**config.mk**
```make
export PLATFORM = sky130hd
export DESIGN_NAME = prog_loader
export DESIGN_NICKNAME = d
export VERILOG_FILES = /design/src/rtl/prog_loader.sv
export SDC_FILE = /design/constraint.sdc
export NUM_CORES = 1
export LEC_CHECK = 0
export ABC_CLOCK_PERIOD_IN_PS = 5500
export CAP_MARGIN = 10
export CORE_MARGIN = 3
export CORE_UTILIZATION = 55
export CTS_BUF_LIST = sky130_fd_sc_hd__clkbuf_2
export CTS_CLUSTER_DIAMETER = 30
export DETAILED_ROUTE_END_ITERATION = 12
export PLACE_DENSITY = 0.9
export SYNTH_ARGS = -nofsm -noshare
export SYNTH_HDL_FRONTEND = slang
export SYNTH_SLANG_ARGS = --single-unit
```
**constraint.sdc**
```tcl
create_clock -name clk -period 5.5 [get_ports clk]
set_input_delay 1.65 -clock clk [delete_from_list [all_inputs] [get_ports clk]]
set_output_delay 1.65 -clock clk [all_outputs]
set_load 0.1 [all_outputs]
```
**src/rtl/prog_loader.sv**
```systemverilog
// Instruction-memory loader: packs a byte stream MSB-first into 32-bit words, writes them,
// zero-fills the remaining entries, then raises cpu_run_o. PROG_LOADER_CHECKSUM_EN adds a trailing XOR check byte.
module prog_loader #(
  parameter int WORD_W = 32,
  parameter int DEPTH  = 32,
  parameter int ADDR_W = 5
) (
  input  logic              clk,
  input  logic              rst,
  input  logic              start_i,
  input  logic              s_valid_i,
  input  logic [7:0]        s_data_i,
  output logic              s_ready_o,
  output logic              mem_we_o,
  output logic [ADDR_W-1:0] mem_addr_o,
  output logic [WORD_W-1:0] mem_wdata_o,
  output logic              busy_o,
  output logic              cpu_run_o,
  output logic              err_o
);

  typedef enum logic [2:0] {
    ST_IDLE,
    ST_HDR,
    ST_DATA,
`ifdef PROG_LOADER_CHECKSUM_EN
    ST_CSUM,
`endif
    ST_FILL,
    ST_DONE,
    ST_ERR
  } state_e;

  localparam logic [ADDR_W:0] DepthWords = (ADDR_W+1)'(DEPTH);
  localparam logic [7:0]      DepthByte  = 8'(DEPTH);

  state_e              state_q, state_d;
  logic                ready_q, ready_d;
  logic                memWe_q, memWe_d;
  logic [ADDR_W-1:0]   memAddr_q, memAddr_d;
  logic [WORD_W-1:0]   memWdata_q, memWdata_d;
  logic                busy_q, busy_d;
  logic                cpuRun_q, cpuRun_d;
  logic                err_q, err_d;
  logic [1:0]          byteCnt_q, byteCnt_d;
  logic [ADDR_W:0]     wordCnt_q, wordCnt_d;
  logic [ADDR_W:0]     count_q, count_d;
  logic [WORD_W-9:0]   shift_q, shift_d;
`ifdef PROG_LOADER_CHECKSUM_EN
  logic [7:0]          csum_q, csum_d;
`endif

  logic accept;
  assign accept = s_valid_i && ready_q;

  always_ff @(posedge clk or posedge rst) begin
    if (rst) begin
      state_q    <= ST_IDLE;
      ready_q    <= 1'b0;
      memWe_q    <= 1'b0;
      memAddr_q  <= '0;
      memWdata_q <= '0;
      busy_q     <= 1'b0;
      cpuRun_q   <= 1'b0;
      err_q      <= 1'b0;
      byteCnt_q  <= '0;
      wordCnt_q  <= '0;
      count_q    <= '0;
      shift_q    <= '0;
`ifdef PROG_LOADER_CHECKSUM_EN
      csum_q     <= '0;
`endif
    end else begin
      state_q    <= state_d;
      ready_q    <= ready_d;
      memWe_q    <= memWe_d;
      memAddr_q  <= memAddr_d;
      memWdata_q <= memWdata_d;
      busy_q     <= busy_d;
      cpuRun_q   <= cpuRun_d;
      err_q      <= err_d;
      byteCnt_q  <= byteCnt_d;
      wordCnt_q  <= wordCnt_d;
      count_q    <= count_d;
      shift_q    <= shift_d;
`ifdef PROG_LOADER_CHECKSUM_EN
      csum_q     <= csum_d;
`endif
    end
  end

  // wordCnt_q doubles as the fill pointer; it holds N when DATA finishes and DEPTH when FILL finishes.
  always_comb begin
    state_d    = state_q;
    memWe_d    = 1'b0;
    memAddr_d  = memAddr_q;
    memWdata_d = memWdata_q;
    byteCnt_d  = byteCnt_q;
    wordCnt_d  = wordCnt_q;
    count_d    = count_q;
    shift_d    = shift_q;
`ifdef PROG_LOADER_CHECKSUM_EN
    csum_d     = csum_q;
`endif

    unique case (state_q)
      ST_IDLE: begin
        if (start_i) state_d = ST_HDR;
      end
      ST_HDR: begin
        if (accept) begin
`ifdef PROG_LOADER_CHECKSUM_EN
          csum_d = s_data_i;
`endif
          if ((s_data_i == 8'd0) || (s_data_i > DepthByte)) begin
            state_d = ST_ERR;
          end else begin
            count_d   = s_data_i[ADDR_W:0];
            wordCnt_d = '0;
            byteCnt_d = '0;
            state_d   = ST_DATA;
          end
        end
      end
      ST_DATA: begin
        if (wordCnt_q == count_q) begin
`ifdef PROG_LOADER_CHECKSUM_EN
          state_d = ST_CSUM;
`else
          state_d = ST_FILL;
`endif
        end else if (accept) begin
          shift_d   = {shift_q[WORD_W-17:0], s_data_i};
          byteCnt_d = byteCnt_q + 2'd1;
`ifdef PROG_LOADER_CHECKSUM_EN
          csum_d    = csum_q ^ s_data_i;
`endif
          if (byteCnt_q == 2'd3) begin
            memWe_d    = 1'b1;
            memAddr_d  = wordCnt_q[ADDR_W-1:0];
            memWdata_d = {shift_q, s_data_i};
            wordCnt_d  = wordCnt_q + (ADDR_W+1)'(1);
          end
        end
      end
`ifdef PROG_LOADER_CHECKSUM_EN
      ST_CSUM: begin
        if (accept) state_d = (s_data_i == csum_q) ? ST_FILL : ST_ERR;
      end
`endif
      ST_FILL: begin
        if (wordCnt_q == DepthWords) begin
          state_d = ST_DONE;
        end else begin
          memWe_d    = 1'b1;
          memAddr_d  = wordCnt_q[ADDR_W-1:0];
          memWdata_d = '0;
          wordCnt_d  = wordCnt_q + (ADDR_W+1)'(1);
        end
      end
      ST_DONE, ST_ERR: begin
        if (start_i) state_d = ST_HDR;
      end
      default: state_d = ST_IDLE;
    endcase
  end

  // Status outputs are registered from the next state so they change on the same edge as the state.
  always_comb begin
    ready_d  = (state_d == ST_HDR) ||
               ((state_d == ST_DATA) && (wordCnt_d != count_d));
`ifdef PROG_LOADER_CHECKSUM_EN
    if (state_d == ST_CSUM) ready_d = 1'b1;
`endif
    busy_d   = (state_d != ST_IDLE) && (state_d != ST_DONE) && (state_d != ST_ERR);
    cpuRun_d = (state_d == ST_DONE);
    err_d    = (state_d == ST_ERR);
  end

  assign s_ready_o   = ready_q;
  assign mem_we_o    = memWe_q;
  assign mem_addr_o  = memAddr_q;
  assign mem_wdata_o = memWdata_q;
  assign busy_o      = busy_q;
  assign cpu_run_o   = cpuRun_q;
  assign err_o       = err_q;

endmodule

```
# Word-level counts from Yosys, hierarchy flattened
# Index checks and enable logic that the tools add are counted.
# word_totals
romBits	0
mem_count	0
word_cells	88
input_bits	12
ram_bits	0
latchBits	0
out_inout_bits	42
regBits	83
# classes
n_mul	0
n_reduce_logical	15
div_mod_pow	0
eq_ne	21
muxes	36
n_shift	0
n_lt_le_gt_ge	1
n_addsub	2
bitwise_logic	1
# op_table
operator	n
two-way mux 32 bit	4
case mux 32 bit (2 select lines)	1
two-way mux 6 bit	9
two-way mux 5 bit	4
case mux 6 bit (3 select lines)	1
two-way mux 3 bit	5
== test 3 bit, second input constant	4
inequality test 2 bit, second input constant	6
case mux 3 bit (4 select lines)	1
case mux 5 bit (2 select lines)	1
AND reduction 5 bit	2
== test 3 x 2 -> 1 bit, second input constant	3
greater-than comparator 8 x 6 -> 1 bit, second input constant	1
zero test 8 bit	1
two-way mux 2 bit	4
adder 6 x 1 -> 6 bit, second input constant	1
== test 3 x 1 -> 1 bit, second input constant	2
== test 6 bit	1
== test 6 bit, second input constant	1
inequality test 3 bit, second input constant	2
inequality test 6 bit	1
logical AND 1 bit	4
two-way mux 1 bit	4
case mux 2 bit (2 select lines)	1
other kinds (10)	12

# Depth between registers and ports, before layout
# logic_depth
word_depth	8
ltp_mapped	10
mapped_depth_nobuf	9

# Least setup slack after synthesis
# Ideal clock, no wire load.
# synth_timing
kind	input to register
from	in s_data_i[4]
to	reg ready_q, in the netlist s_ready_o
setup_slack_ns	1.975
path_buffers	0
required_time_ns	5.369
arrival_time_ns	3.394
stages	7
setup_ns	0.131
path_cell_list	nor4_2 -> mux2_2 -> nor2_1 -> a211oi_1 -> or3_1 -> a211oi_2 -> a31oi_1
# synth_between
elab_chain_len	8
word_cells_on_any_way	17
cone_classes	1 x order compare; 3 x eq/ne; 9 x mux; 4 x reduce/logical
# synth_lines
element	line_no	text
start: declaration	12	input logic [7:0] s_data_i,
greater-than comparator 8 x 6 -> 1 bit or zero test 8 bit (tied branches)	115	if ((s_data_i == 8'd0) || (s_data_i > DepthByte)) begin
logical OR 1 bit	115	
two-way mux 6 bit or two-way mux 3 bit (tied branches)	115	
two-way mux 6 bit or two-way mux 3 bit (tied branches)	111	if (accept) begin
case mux 6 bit (3 select lines) (tied with other cells)	106	unique case (state_q)
inequality test 6 bit or == test 3 x 2 -> 1 bit (tied branches)	171	((state_d == ST_DATA) && (wordCnt_d != count_d));
logical AND 1 bit	171	
logical OR 1 bit (*)	170	ready_d = (state_d == ST_HDR) ||
named net ready_d	38	logic ready_q, ready_d;
end signal: assignment	75	ready_q <= ready_d;
end: declaration	38	
# Mark *: on every way through the listed nets, which the timed path passes. The rest lies on a longest branch.
# A chain may end at the register's enable or synchronous reset.

# Worst setup path after layout
# layout_timing
from	in s_data_i[2]
to	reg ready_q, in the netlist s_ready_o
# Same word-level chain as after synthesis.

==> results.yml <==
outcome:
  status: "complete, no violations"
synth:
  synthMuxAreaShare_pct: 8.41
  synth-compound-area-share_pct: 13.5
  async_flop_share_pct: 100
  synth-xor-area-share_pct: 2.05
  synth.distinct_cells: 57
  synthCells: 372
  syn_avg_cell_area_um2: 10.3
  syn-num-nets: 387
  syn-cell-area_um2: 3840
  yosys_register_bits: 83
  synth-edff-count: 0
  synth_flop_cell: "dfrtp_1"
  synth-simple-area-share_pct: 17.1
  synthAdderAreaFrac_pct: 0.978
  ys_seq_area_share_pct: 54.1
  yosys_warnings: 0
  synth_top_family_by_area: "simple AND/OR/NAND/NOR gates"
clock_network:
  cts_tree: "yes"
  post_cts_buffers: 0
  clockBufferDepth: 2
  cts_buffers: 9
  clk_pin_slew_worst_paths_ns: 0.19
  clock_tree.root_cell: "clkbuf_2"
  cts.sinks: 83
  ctsHoldBuffers: 0
  post_cts_resized: 0
  ctsHtreeMaxLevel: 3
  clock_latency_ns: 0.52
sta:
  min_period_ns: 3.84
  slew_violations: 0
  max_freq_mhz: 260
  slew_headroom_pct: 23.7
  hold_slack_ns: 0.505
  min_period_over_period_pct: 69.9
  rsz0062_at_grt: "false"
  setup-tns-final_ns: 0
  hold_violations: 0
  max_slew.worst_pin.slew_ns: 1.14
  skew_ns: 0.0287
  finalSetupViolations: 0
final_layout:
  final_common_cell: "nand2_1"
  drive_above_1_share_pct: 14.2
  antenna_cells: 0
  area_growth_pct: 17.5
  n_fill_cell: 522
  final_cell_mix: "nand2_1 (84), dfrtp_1 (83), clkdlybuf4s50_1 (53)"
  final_nets: 435
grt:
  grt.overflow.total: 0
  grt_max_degree: 75
  first_global_vias: 2818
  track_usage_pct: 22.0
  busiest_layer: "met2"
  grt_pass1_wl_mm: 13.4
  grt_antenna_before_repair: 0
  use_met1_pct: 29.2
  use_met2_pct: 35.2
  use_met3_pct: 3.78
worst_hold_path:
  worstHoldStart: "mem_wdata_o[29]$_DFFE_PP0P_"
  hp-class: "register to register"
  hold-path-cell-count: 2
routing:
  finalWirelength_mm: 8.10
  vias: 2874
  drtPass1Iterations: 4
  drt-wirelength-per-cell_um: 15.7
  drtIter0Drc: 135
  ant_nets: 0
  drc: 0
  viasPerCell: 5.56
setup_path:
  critPathLaunch: "s_data_i[2]"
  crit_required_ns: 5.90
  start_kind: "input pin"
  regToRegStartpoint: "state_q[1]$_DFF_PP0_"
  cp.depth: 8
  path_cells: "clkdlybuf4s50_1, nor4_2, mux2_2, nor2_1, a211oi_1, or3_1, a211oi_2, a31oi_1"
  critPathKind: "input pin to register"
  arrival_ns: 4.25
  slowest_stage: "clkdlybuf4s50_1"
  worst-path-buf-inv: 1
  cp_top_family: "simple AND/OR/NAND/NOR gates"
  slowest_delay_ns: 0.55
  reg2regPathDepth: 7
  path_max_fanout: 8
  rrSetupSlack_ns: 2.42
  crit_path_end_kind: "register"
die:
  pin_count: 54
  rows: 29
  core_area_um2: 6570
  die_width_um: 89.6
  die_h_um: 89.6
  start_util_pct: 58.5
  die-area_um2: 8020
pwr:
  p_total_uw: 2260
  p_leak_uw: 0.00202
  worst_ir_drop_vdd_mv: 0.294
  p_per_area_nw_per_um2: 500
placement:
  place_hpwl_mm: 5.88
  globalplace.congestion: 0.887
  portBuffers: 53
flow_run:
  maxCapViolCount: 0
## metrics by stage
stage	worst slack (ns)	util, %	cell area [µm²]	instances
floorplan	1.71	-	3840	372
global placement	1.25	67.1	4410	502
detailed placement	1.14	67.1	4410	502
CTS	1.64	68.7	4510	517
global route	1.55	68.7	4510	517
finish	1.66	68.7	4510	517
## synth_stat cells, types with 4 or more instances
cell,n,area share (%)
a21oi_1,6,0.78
buf_2,5,0.65
clkbuf_1,8,0.78
dfrtp_1,83,54
inv_1,15,1.5
mux2_2,26,7.6
nand2_1,85,8.3
nand3_1,4,0.52
nor2_1,10,0.98
nor2b_1,4,0.65
o21ai_0,47,6.1
xor2_1,8,1.8
## area by class of cell
class                   instances  area [µm²]  area share, %
inverters                      15        57.6           1.28
clock inverters                 5        55.1           1.22
multi-input cells             257        1620           35.9
clock buffers                  10        50.0           1.11
well taps                      93         116           2.58
flip-flops and latches         83        2080           46.0
repair buffers                 54         538           11.9
## sequential cells by signal, indices dropped and copies added (netlist names)
name,flops
busy_o,1
byteCnt_q,2
count_q,6
cpu_run_o,1
err_o,1
mem_addr_o,5
mem_wdata_o,32
mem_we_o,1
s_ready_o,1
shift_q,24
state_q,3
wordCnt_q,6
## where the power goes
part	internal (µW)	leakage (µW)	total (µW)	switching, µW
Sequential	738	0.00112	850	112
Clock	103	0.0000654	307	204
Combinational	289	0.000838	1100	812
Total	1130	0.00202	2260	1130
## worst register-to-register path: stages, from the launching register on
cell and delay, ns:
dfrtp_1 0.57, nor2b_1 0.50, nand2_1 0.80, o31ai_1 0.49
o22a_1 0.23, xor2_1 0.08, nor3b_1 0.22, a31oi_1 0.11
## cell families (layout without fill, tap and decap cells)
logic type / after synthesis / count (layout)
AOI/OAI and AO/OA: 83 / 83
DFF: 83 / 83
and+or+nand+nor: 133 / 133
xor gates and xnor gates: 9 / 9
muxes: 29 / 29
adders and majority gates: 3 / 3
buffers and inverters: 32 / 84
## routing by layer
metal | wire [µm] | vias up | part of all wire, %
met3 | 315 | 18 | 3.9
met2 | 3900 | 76 | 48
li1 | - | 1387 | -
met4 | 208 | 0 | 2.6
met5 | 0 | - | 0
met1 | 3680 | 1393 | 45
## final timing paths
kind,end
worst min register to register,mem_wdata_o[29]$_DFFE_PP0P_
max in group asynchronous,mem_wdata_o[13]$_DFFE_PP0P_
worst min-delay path,mem_wdata_o[29]$_DFFE_PP0P_
min in group asynchronous,byteCnt_q[0]$_DFFE_PP0P_
worst max register to register,s_ready_o$_DFF_PP0_
worst max-delay path,s_ready_o$_DFF_PP0_
Power figures use the tool's default switching activity.
